$ cat src/rtl/mbc_control_unit.sv
// Hardwired timing-and-control unit for the basic computer: sequence counter, run/halt state
// and IR decode into register strobes, bus select, ALU function and memory strobes.
module mbc_control_unit (
  input  logic        clock,
  input  logic        clear_n,
  input  logic        start,
  input  logic [15:0] ir,
  input  logic        ac_sign,
  input  logic        ac_zero,
  input  logic        dr_zero,
  input  logic        e_flag,
  output logic        ar_ld,
  output logic        ar_inc,
  output logic        pc_ld,
  output logic        pc_inc,
  output logic        dr_ld,
  output logic        dr_inc,
  output logic        ac_ld,
  output logic        ac_inc,
  output logic        ac_clr,
  output logic        ir_ld,
  output logic        tr_ld,
  output logic        e_clr,
  output logic        e_cmp,
  output logic        e_ld,
  output logic [2:0]  bus_sel,
  output logic [2:0]  alu_op,
  output logic        mem_rd,
  output logic        mem_wr,
  output logic        running,
  output logic        halted
);

  localparam logic [2:0] BusNone = 3'd0;
  localparam logic [2:0] BusAr   = 3'd1;
  localparam logic [2:0] BusPc   = 3'd2;
  localparam logic [2:0] BusDr   = 3'd3;
  localparam logic [2:0] BusAc   = 3'd4;
  localparam logic [2:0] BusIr   = 3'd5;
  localparam logic [2:0] BusMem  = 3'd7;

  localparam logic [2:0] AluAnd  = 3'd0;
  localparam logic [2:0] AluAdd  = 3'd1;
  localparam logic [2:0] AluCma  = 3'd3;
  localparam logic [2:0] AluShr  = 3'd4;
  localparam logic [2:0] AluShl  = 3'd5;

  localparam logic [2:0] OpAnd = 3'd0;
  localparam logic [2:0] OpAdd = 3'd1;
  localparam logic [2:0] OpLda = 3'd2;
  localparam logic [2:0] OpSta = 3'd3;
  localparam logic [2:0] OpBun = 3'd4;
  localparam logic [2:0] OpBsa = 3'd5;
  localparam logic [2:0] OpIsz = 3'd6;
  localparam logic [2:0] OpReg = 3'd7;

  typedef enum logic [1:0] {
    StIdle = 2'd0,
    StRun  = 2'd1,
    StHalt = 2'd2
  } state_e;

  state_e     state_q;
  logic [2:0] sc_q;
  logic       i_q;
  logic [2:0] d_q;

  logic       sc_clr;
  logic       halt_req;

  always_ff @(posedge clock or negedge clear_n) begin
    if (!clear_n) begin
      state_q <= StIdle;
      sc_q    <= 3'd0;
      i_q     <= 1'b0;
      d_q     <= 3'd0;
    end else begin
      case (state_q)
        StIdle, StHalt: begin
          if (start) begin
            state_q <= StRun;
            sc_q    <= 3'd0;
          end
        end
        StRun: begin
          sc_q <= sc_clr ? 3'd0 : sc_q + 3'd1;
          if (sc_q == 3'd2) begin
            i_q <= ir[15];
            d_q <= ir[14:12];
          end
          if (halt_req) state_q <= StHalt;
        end
        default: state_q <= StIdle;
      endcase
    end
  end

  assign running = (state_q == StRun);
  assign halted  = (state_q == StHalt);

  always_comb begin
    ar_ld    = 1'b0;
    ar_inc   = 1'b0;
    pc_ld    = 1'b0;
    pc_inc   = 1'b0;
    dr_ld    = 1'b0;
    dr_inc   = 1'b0;
    ac_ld    = 1'b0;
    ac_inc   = 1'b0;
    ac_clr   = 1'b0;
    ir_ld    = 1'b0;
    tr_ld    = 1'b0;
    e_clr    = 1'b0;
    e_cmp    = 1'b0;
    e_ld     = 1'b0;
    bus_sel  = BusNone;
    alu_op   = AluAnd;
    mem_rd   = 1'b0;
    mem_wr   = 1'b0;
    sc_clr   = 1'b0;
    halt_req = 1'b0;

    if (state_q == StRun) begin
      case (sc_q)
        3'd0: begin
          bus_sel = BusPc;
          ar_ld   = 1'b1;
        end
        3'd1: begin
          mem_rd  = 1'b1;
          bus_sel = BusMem;
          ir_ld   = 1'b1;
          pc_inc  = 1'b1;
        end
        3'd2: begin
          bus_sel = BusIr;
          ar_ld   = 1'b1;
        end
        3'd3: begin
          if (d_q == OpReg) begin
            sc_clr = 1'b1;
            // Register-reference reads the live ir bits; I/O (I=1) is a NOP.
            if (!i_q) begin
              if (ir[11]) begin
                ac_clr = 1'b1;
              end else if (ir[9]) begin
                ac_ld  = 1'b1;
                alu_op = AluCma;
              end else if (ir[7]) begin
                ac_ld  = 1'b1;
                alu_op = AluShr;
                e_ld   = 1'b1;
              end else if (ir[6]) begin
                ac_ld  = 1'b1;
                alu_op = AluShl;
                e_ld   = 1'b1;
              end else if (ir[5]) begin
                ac_inc = 1'b1;
              end
              if (ir[10]) begin
                e_clr = 1'b1;
              end else if (ir[8]) begin
                e_cmp = 1'b1;
              end
              pc_inc   = (ir[4] && !ac_sign) || (ir[3] && ac_sign) ||
                         (ir[2] && ac_zero)  || (ir[1] && !e_flag);
              halt_req = ir[0];
            end
          end else if (i_q) begin
            mem_rd  = 1'b1;
            bus_sel = BusMem;
            ar_ld   = 1'b1;
          end
        end
        3'd4: begin
          case (d_q)
            OpAnd, OpAdd, OpLda, OpIsz: begin
              mem_rd  = 1'b1;
              bus_sel = BusMem;
              dr_ld   = 1'b1;
            end
            OpSta: begin
              bus_sel = BusAc;
              mem_wr  = 1'b1;
              sc_clr  = 1'b1;
            end
            OpBun: begin
              bus_sel = BusAr;
              pc_ld   = 1'b1;
              sc_clr  = 1'b1;
            end
            OpBsa: begin
              bus_sel = BusPc;
              mem_wr  = 1'b1;
              ar_inc  = 1'b1;
            end
            default: sc_clr = 1'b1;
          endcase
        end
        3'd5: begin
          case (d_q)
            OpAnd, OpAdd, OpLda: begin
              ac_ld  = 1'b1;
              alu_op = d_q;
              e_ld   = (d_q == OpAdd);
              sc_clr = 1'b1;
            end
            OpBsa: begin
              bus_sel = BusAr;
              pc_ld   = 1'b1;
              sc_clr  = 1'b1;
            end
            OpIsz:   dr_inc = 1'b1;
            default: sc_clr = 1'b1;
          endcase
        end
        3'd6: begin
          sc_clr = 1'b1;
          if (d_q == OpIsz) begin
            bus_sel = BusDr;
            mem_wr  = 1'b1;
            pc_inc  = dr_zero;
          end
        end
        default: sc_clr = 1'b1;
      endcase
    end
  end

endmodule

$ cat config.mk
export PLATFORM = sky130hd
export DESIGN_NAME = mbc_control_unit
export DESIGN_NICKNAME = d
export VERILOG_FILES = /design/src/rtl/mbc_control_unit.sv
export SDC_FILE = /design/constraint.sdc
export NUM_CORES = 1
export LEC_CHECK = 0
export CORE_UTILIZATION = 45
export CTS_BUF_LIST = sky130_fd_sc_hd__clkbuf_4
export CTS_CLUSTER_DIAMETER = 40
export DETAILED_ROUTE_END_ITERATION = 16
export PLACE_DENSITY_LB_ADDON = 0.2
export REMOVE_ABC_BUFFERS = 1
export SLEW_MARGIN = 25
export SYNTH_ARGS = -nofsm -noshare
export SYNTH_HDL_FRONTEND = slang
export SYNTH_SLANG_ARGS = --single-unit
$ cat constraint.sdc
create_clock -name clock -period 4.3 [get_ports clock]
set_clock_uncertainty 0.05 [all_clocks]
set_input_delay 0.645 -clock clock [delete_from_list [all_inputs] [get_ports clock]]
set_output_delay 0.645 -clock clock [all_outputs]
set_load 0.01 [all_outputs]
======== Word level (Yosys, flattened, before mapping) ========
Cells that the tools add are included.
operators by class
  $add $sub $neg .......................... 1
  muxes and demuxes ....................... 100
  eq/ne operators ......................... 17
  reduce and logical (&&, ||, !) cells .... 23
operators with widths
  cell                 number
  $mux 1               71
  $mux 3               13
  $eq 3x3->1 const B   7
  $pmux 3 s7           1
  $eq 3x2->1 const B   4
  $pmux 3 s2           2
  $pmux 3 s4           1
  $pmux 1 s2           5
  $eq 3x1->1 const B   2
  $logic_not 3->1      2
  $mux 2               3
  $pmux 1 s3           2
  $reduce_and 2->1     3
  $reduce_or 2->1      3
  $reduce_or 3->1      2
  $reduce_or 5->1      1
  $logic_and 1x1->1    4
  $pmux 1 s4           1
  $pmux 2 s2           1
  $reduce_or 4->1      1
  $add 3x1->3 const B  1
  $logic_or 1x1->1     3
  $eq 2x1->1 const B   1
  $eq 2x2->1 const B   1
  5 further kinds      6
word-level totals
  register bits ........................... 9
  output and inout port bits .............. 24
  logic and storage cells ................. 145
  input port bits ......................... 23

======== Logic depth before layout (Yosys ltp) ========
Gate-level depths: netlist of run 1.
  word-level depth ........................ 9
  depth in mapped cells ................... 7

======== Least setup slack after synthesis of run 1 ========
Ideal clock, no wire load.
  path kind ............................... flip-flop to output port
  start ................................... reg sc_q[2]
  end ..................................... out e_ld
  slack ................................... 2.042 ns
  arrival time ............................ 1.563 ns
  stages on the path, launching flop included .. 7
  path through ............................ dfrtp_1 -> buf_2 -> inv_1 -> ha_1 -> nor4b_4 -> nand2_1 -> a21oi_1
between the ends
  longest elaborated chain between the ends .. 3
  elaborated cells between the ends (all ways) .. 4
  those cells by class .................... 2 x eq/ne; 2 x mux
RTL lines
  item                                      line  text
  start, declared                           64    logic [2:0] sc_q;
  start signal, assigned                    86    sc_q <= sc_clr ? 3'd0 : sc_q + 3'd1;
  $eq 3x3->1 or $eq 3x2->1 (tied branches)  124   case (sc_q)
  $pmux 1 s2 (*)                            124
  $mux 1 (*)                                123   if (state_q == StRun) begin
  end, declared                             25    output logic e_ld,
Every way passes the cells marked *; elsewhere a longest branch is shown, timed or not.

======== Worst setup path after layout of run 1 ========
  start ................................... reg sc_q[2]
  end ..................................... out bus_sel[1]
between the ends
  longest elaborated chain between the ends .. 3
  elaborated cells between the ends (all ways) .. 9
  those cells by class .................... 6 x eq/ne; 2 x mux; 1 x reduce/logical
RTL lines
  item                                      line  text
  $eq 3x3->1, or another cell as far along  124
  $pmux 3 s7 (*)                            124
  $mux 3 (*)                                123
  end, declared                             26    output logic [2:0] bus_sel,
Marks and branches as above.

==> results.ini, run 1 <==
[placement]
placedInstanceArea_um2 = 1450
numPortBuffers = 45
place.gp.congestion = 0.871
dpl.cell_count = 196
hpwl_um = 2130
pre_cts_ws_ns = 1.29

[clock_tree]
h-tree-depth = 1
cts_resized = 0
cts_sinks = 9
numCtsBuffers = 3
cts_root_buf = clkbuf_4
clk_pin_slew_ns = 0.06
ctsLongestPathBuffers = 2
cts_tree = done
clk_latency_ns = 0.26
cts_hold_buf = 0
cts_setup_buffers = 0

[routing]
drc = 0
wl_per_cell_um = 13.8
wl_um = 2750
routed_via_density = 5.66
drt-pass1-iter-count = 4
vias = 1131
ant_nets = 0
drt_iter0_drc = 43

[timing]
finalSetupViolCount = 0
tightest_slew_ns = 0.677
period_share_pct = 77.3
slew_violations = 0
rsz0062_at_grt = no
hold_ws_ns = 0.511
hold_viol_final = 0
maxSlewHeadroom_pct = 54.3
timing.fmax_ghz = 0.301
fin_crit_ns = 3.33
fin_tns_setup_ns = 0
worst_slack_ns = 0.975

[worst_setup_path]
arrival_ns = 2.63
path_cells = inv_1, ha_1, o41ai_1, a31oi_1, clkdlybuf4s50_1
cp-end-kind = output pin
slowest_delay_ns = 0.65
worstSetupStartpointType = flip-flop
worst_path_max_delay_cell = o41ai_1
required_ns = 3.61
crit_fanout = 14
worstSetupPathType = reg -> out

[final_layout]
antenna_cells = 0
fin_nets = 202
final_cell_mix = clkdlybuf4s50_1, nand2_1, a21oi_1
utilization_pct = 72.7
fin_area_um2 = 1480
n_fill_cell = 170
drive_gt1_share_pct = 8.09
fin_cells = 200
synthToLayoutAreaGrowth_pct = 45.9
final_common_cell = clkdlybuf4s50_1

[global_route]
grt-ovfl-total = 0
grt_max_degree = 16
grt_pass1_vias = 1039
grt_pass1_wl_um = 4620
antenna_found_initial = 0
grt.total_usage_pct = 24.0

[synthesis]
synth_cell_types = 42
synth-seq-cells = 9
seq_area_frac_synth_pct = 22.1
synth.cell_area_um2 = 1020
yosysWarnings = 0
syn_area_per_cell_um2 = 7.71
syn_inst = 132

[floorplan]
rows = 16
die_area_um2 = 2450
core_area_um2 = 2040
die_h_um = 49.5
start_util_pct = 49.8
ios = 47
die_w_um = 49.5

[pwr]
p_leak_nw = 0.608
power_frac_comb_pct = 67.4
seqPwrFrac_pct = 24.3
pwr_density_cell_nw_per_um2 = 573
peakVddDrop_v = 0.000545
total_power_uw = 850
p_int_uw = 444
p_switching_uw = 406
clkPwrFrac_pct = 8.3
p_sw_share_pct = 47.7

[worst_hold_path]
hp-class = reg -> reg

[flow_run]
maxCapViolCount = 0

[run_status]
outcome = finished, final reports clean

## worst max-delay path, delay by kind of cell (launching register included)
kind | cells | cell delay, ns
buffers and inverters | 2 | 0.71
adder cells (fa/ha/maj) | 1 | 0.33
AO/OA/AOI/OAI | 2 | 0.75
flip-flops | 1 | 0.58
## final timing paths
check                              to    start  slack, ns  cells after the start
max                        bus_sel[1]  sc_q[2]       0.97                      5
min                           sc_q[1]  sc_q[1]       0.51                      2
max reg2reg                state_q[0]  sc_q[2]       2.42                      5
min reg2reg                   sc_q[1]  sc_q[1]       0.51                      2
max in group asynchronous  state_q[0]  clear_n       3.28                      1
min in group asynchronous      d_q[2]  clear_n       0.63                      1
## power by group through the flow
stage | logic, mW | registers [mW] | clock network (mW)
detailed placement | 0.568 | 0.207 | 0
CTS | 0.573 | 0.205 | 0.0734
floorplan | 0.361 | 0.184 | 0
global route | 0.627 | 0.217 | 0.0786
finish | 0.573 | 0.206 | 0.0704
global placement | 0.560 | 0.203 | 0
## sequential cells by signal, indices dropped and copies added, names as in the netlist
register	flops
i_q	1
state_q	2
d_q	3
sc_q	3
## cell type report
class,count,area (um2),share of cell area [%]
sequential,9,225,15.2
tap,27,33.8,2.28
multi-input combinational,107,714,48.1
timing repair buffer,45,450,30.4
inverter,8,30.0,2.02
clock buffer,4,30.0,2.02
## cell families (layout without fill, tap and decap cells)
| group | after synthesis | count (layout) | synth area share, % |
|---|---|---|---|
| AO/OA/AOI/OAI | 34 | 34 | 21.4 |
| XOR/XNOR | 1 | 1 | 0.861 |
| adder cells (fa/ha/maj) | 5 | 5 | 6.15 |
| buffers and inverters | 16 | 57 | 7.63 |
| flip-flops | 9 | 9 | 22.1 |
| multiplexers | 6 | 6 | 6.40 |
| other | 1 | 1 | 0.369 |
| AND/OR/NAND/NOR | 60 | 60 | 35.1 |
## routing by layer
layer  share of wire, %  GRT usage [%]  vias to the layer above
li1                   -              -                      554
met1                 42           28.5                      512
met2                 49           42.3                       65
met3                9.6           7.41                        0
met4                  0           4.29                        0
met5                  0              0                        -
## cells in the mapped netlist (all sizes together)
cell type,number,area (um2)
nand2,16,60.1
a21oi,11,55.1
o21ai,10,50.1
dfrtp,9,225
buf,8,47.5
inv,8,30.0
nor2,8,32.5
nand2b,6,37.5
nand3,6,35.0
ha,5,62.6
mux2,4,45.0
nor2b,4,25.0
nor3,4,20.0
a31oi,3,18.8
and3,3,18.8
a21o,2,15.0
a32oi,2,17.5
and2,2,12.5
mux2i,2,20.0
nor3b,2,26.3
nor4,2,12.5
a22o,1,8.76
a2bb2oi,1,8.76
and3b,1,8.76
and4,1,8.76
and4b,1,10.0
and4bb,1,12.5
conb,1,3.75
nand4,1,6.26
nor4b,1,23.8
o211a,1,10.0
o2bb2ai,1,8.76
o32ai,1,16.3
o41ai,1,8.76
or2,1,6.26
xor2,1,8.76
No activity file was read; power rests on OpenSTA's default activity.
==> inputs of run 2 (changes only) <==
- CORE_UTILIZATION: 45 -> 38
- clock period: 4.3 -> 3 ns (I/O delays scaled with it)
==> results.ini, run 2 (synthesis results as in run 1) <==
[routing]
drc = 0
drt_iter0_drc = 20
vias = 1125
routed_via_density = 5.43
drt-pass1-iter-count = 4
wl_per_cell_um = 13.7
wl_um = 2850
ant_nets = 0

[floorplan]
rows = 18
die_h_um = 53.7
die_area_um2 = 2890
die_w_um = 53.7
ios = 47
start_util_pct = 40.7
core_area_um2 = 2500

[worst_setup_path]
crit_start = sc_q[1]
worstSetupStartpointType = flip-flop
arrival_ns = 2.31
cp_num_buf_inv = 2
slowest_delay_ns = 0.55
critPathMostFrequentCell = a21oi_1
path_cells = inv_1, ha_1, and3b_1, a21oi_1, o211a_1, a21oi_1, clkdlybuf4s50_1
cpLargestDelayFamily = buffers and inverters
cp-end-kind = output pin
worst_path_max_delay_cell = clkdlybuf4s50_1
timing.rr.start = sc_q[0]
crit_fanout = 11
worstSetupPathType = reg -> out
required_ns = 2.50

[clock_tree]
cts_root_buf = clkbuf_4
h-tree-depth = 1
numCtsBuffers = 3
cts_sinks = 9
clk_latency_ns = 0.26
cts_hold_buf = 0
ctsLongestPathBuffers = 2
cts_tree = done
clk_pin_slew_ns = 0.06

[pwr]
peakVddDrop_v = 0.000677
p_sw_share_pct = 46.5
p_leak_nw = 0.625
pwr_density_cell_nw_per_um2 = 835
p_switching_uw = 592
seqPwrFrac_pct = 22.1
p_int_uw = 681
clkPwrFrac_pct = 7.7
power_frac_comb_pct = 70.2

[final_layout]
sequential_cell_area_um2 = 226
top_regs = d_q x3, sc_q x3, state_q x2
final_common_cell = clkdlybuf4s50_1
fin_cells = 207
n_fill_cell = 215
final_cell_mix = clkdlybuf4s50_1, nand2_1, a21oi_1
fin_nets = 206
drive_gt1_share_pct = 11.9
antenna_cells = 0
multi_input_area_um2 = 719
synthToLayoutAreaGrowth_pct = 49.8
utilization_pct = 61.0

[timing]
fin_crit_ns = 2.81
slew_violations = 0
worst_slack_ns = 0.187
hold_viol_final = 0
finalSetupViolCount = 0
hold_ws_ns = 0.431
timing.fmax_ghz = 0.355
fin_tns_setup_ns = 0
period_share_pct = 93.8

[global_route]
grt.total_usage_pct = 22.8
grt-ovfl-total = 0
grt_pass1_vias = 1094
grt_max_degree = 14
antenna_found_initial = 0
grt_pass1_wl_um = 4770

[run_status]
outcome = finished, final reports clean

[flow_run]
maxCapViolCount = 0

[worst_hold_path]
hp-class = in -> async

[placement]
hpwl_um = 2270
pre_cts_ws_ns = 0.354
numPortBuffers = 45
dpl.cell_count = 203
place.gp.congestion = 0.845

-- run 2: metrics by stage --
stage | instance area, um2 | total power [mW]
floorplan | 970 | 0.781
global route | 1520 | 1.40
detailed placement | 1490 | 1.17
global placement | 1490 | 1.15
finish | 1520 | 1.27
CTS | 1520 | 1.27
-- run 2: final cells by class --
type | count | share of cell area (%)
Sequential cell | 9 | 14.9
Timing Repair Buffer | 49 | 31.5
Clock buffer | 4 | 1.97
Multi-Input combinational cell | 107 | 47.2
Tap cell | 30 | 2.46
Inverter | 8 | 1.97
-- run 2: worst paths after layout --
kind | endpoint | slack [ns] | cells after the start
hold / removal | sc_q[1] | 0.43 | 1
setup / recovery | bus_sel[0] | 0.19 | 7
min in group clock | sc_q[0] | 0.48 | 1
max in group asynchronous | sc_q[0] | 2.17 | 1
hold reg to reg | sc_q[0] | 0.48 | 1
setup reg to reg | d_q[0] | 1.25 | 5
-- run 2: power by group through the flow --
stage	Sequential (mW)	Combinational [mW]	Clock, mW
floorplan	0.264	0.517	0
global placement	0.278	0.875	0
detailed placement	0.280	0.887	0
CTS	0.277	0.890	0.106
global route	0.292	0.993	0.114
finish	0.281	0.894	0.0979
-- run 2: per-layer routing --
layer,vias to the layer above,track usage (%),wire length (um)
met4,0,11.0,14
met2,38,40.9,1420
met3,2,3.11,138
met5,-,0,0
met1,527,26.2,1270
li1,558,-,-
-- run 2: worst reg2reg max path, cell delays in order (launching register included) --
cell and delay (ns):
dfrtp_2 0.44, inv_1 0.11, ha_1 0.32, nand2b_1 0.13
nor2_2 0.21, mux2_2 0.37
-- run 2: timing repair --
item	CTS	global route
buffers inserted	0	0
hold endpoints to repair	0	0
resized for setup	0	3
setup endpoints to repair	0	7
==> inputs of run 3 (changes only) <==
- PLACE_DENSITY: not set -> 0.87
- PLACE_DENSITY_LB_ADDON: 0.2 -> not set
==> results.ini, run 3 (synthesis results as in run 1) <==
[worst_setup_path]
arrival_ns = 2.36
cp-end-kind = output pin
reg2reg_setup_slack_ns = 1.30
reg2reg_to = d_q[2]
r2r_cells = 5
timing.rr.start = sc_q[0]
crit_fanout = 7
worstSetupStartpointType = flip-flop
crit_start = sc_q[0]
worstSetupPathType = reg -> out
required_ns = 2.50

[routing]
routed_via_density = 5.59
ant_nets = 0
drc = 0
wl_um = 2870
drt-pass1-iter-count = 4
wl_per_cell_um = 14.1
drt_iter0_drc = 29
vias = 1140

[floorplan]
core_area_um2 = 2500
die_area_um2 = 2890
rows = 18
start_util_pct = 40.7
ios = 47
die_w_um = 53.7
die_h_um = 53.7

[pwr]
pwr_density_cell_nw_per_um2 = 827
p_leak_nw = 0.610
peakVddDrop_v = 0.000628

[final_layout]
antenna_cells = 0
final_common_cell = clkdlybuf4s50_1
fin_nets = 203
top_regs = d_q x3, sc_q x3, state_q x2
n_fill_cell = 211
drive_gt1_share_pct = 10.9
fin_area_um2 = 1500
synthToLayoutAreaGrowth_pct = 47.5
final_cell_mix = clkdlybuf4s50_1, nand2_1, a21oi_1

[timing]
finalSetupViolCount = 0
fin_crit_ns = 2.86
slew_violations = 0
fin_tns_setup_ns = 0
rsz0062_at_grt = no
timing.fmax_ghz = 0.350
hold_viol_final = 0
maxSlewHeadroom_pct = 63.7
period_share_pct = 95.2
tightest_slew_ns = 0.538

[clock_tree]
numCtsBuffers = 3
cts_setup_buffers = 0
cts_root_buf = clkbuf_4
cts_hold_buf = 0
ctsLongestPathBuffers = 2
clk_pin_slew_ns = 0.06
cts_tree = done
clk_latency_ns = 0.26
cts_resized = 0
h-tree-depth = 1
cts_sinks = 9

[global_route]
grt_max_degree = 16
antenna_found_initial = 0
grt-ovfl-total = 0
grt_pass1_vias = 1146
grt_pass1_wl_um = 5060
grt.total_usage_pct = 24.4

[flow_run]
maxCapViolCount = 0

[run_status]
outcome = finished, final reports clean

[placement]
placedInstanceArea_um2 = 1470
place.gp.congestion = 0.893
numPortBuffers = 45
hpwl_um = 2310

[worst_hold_path]
hp-class = in -> async

## run 3: cell types whose count changed in the layout (fill, tap and decap cells not counted)
cell     delta
inv_2       +1
ha_2        -1
dfrtp_1     -1
inv_1       -1
buf_4       -3
dfrtp_2     +1
ha_1        +1
## run 3: layer usage
layer / vias to the layer above / wire length [um] / GRT usage [%] / part of all wire (%)
met5: - / 0 / 0 / 0
met4: 0 / 57 / 14.5 / 2.0
met3: 8 / 122 / 2.54 / 4.2
met2: 42 / 1600 / 42.0 / 56
met1: 533 / 1090 / 28.9 / 38
li1: 557 / - / - / -
## run 3: area by class of cell
type	instances	area, um2	area share (%)
well taps	30	37.5	2.50
multi-input cells	107	717	47.8
repair buffers	46	458	30.5
flip-flops and latches	9	228	15.2
inverters	8	30.0	2.00
clock buffers	4	30.0	2.00
## run 3: where the power goes
| group | internal (mW) | switching [mW] | total (mW) |
|---|---|---|---|
| Sequential | 0.176 | 0.118 | 0.295 |
| Combinational | 0.409 | 0.435 | 0.844 |
| Clock | 0.0602 | 0.0416 | 0.102 |
| Total | 0.646 | 0.595 | 1.24 |
## run 3: worst max path at each step
stage / slack [ns] / endpoint
after floorplan: 0.98 / e_ld
after global placement: 0.39 / pc_inc
after detailed placement: 0.35 / pc_inc
after CTS: 0.03 / pc_inc
after global routing: 0.005 / bus_sel[0]
final: 0.14 / pc_inc
## run 3: worst max-delay path: stages, from the launching register on
cell,delay (ns)
dfrtp_2,0.42
ha_1,0.18
ha_2,0.26
nor3b_4,0.29
a2bb2oi_1,0.13
o32ai_2,0.24
clkdlybuf4s50_1,0.58
## run 3: through the flow
stage / cells / utilization, % / hold WS, ns / setup slack (ns) / total power [mW]
finish: 204 / 60.0 / 0.422 / 0.144 / 1.24
global route: 204 / 60.0 / 0.423 / 0.00546 / 1.36
CTS: 204 / 59.8 / 0.419 / 0.0343 / 1.24
detailed placement: 200 / 58.6 / 0.519 / 0.350 / 1.13
global placement: 200 / 58.6 / 0.485 / 0.393 / 1.09
floorplan: 124 / - / 0.104 / 0.978 / 0.781
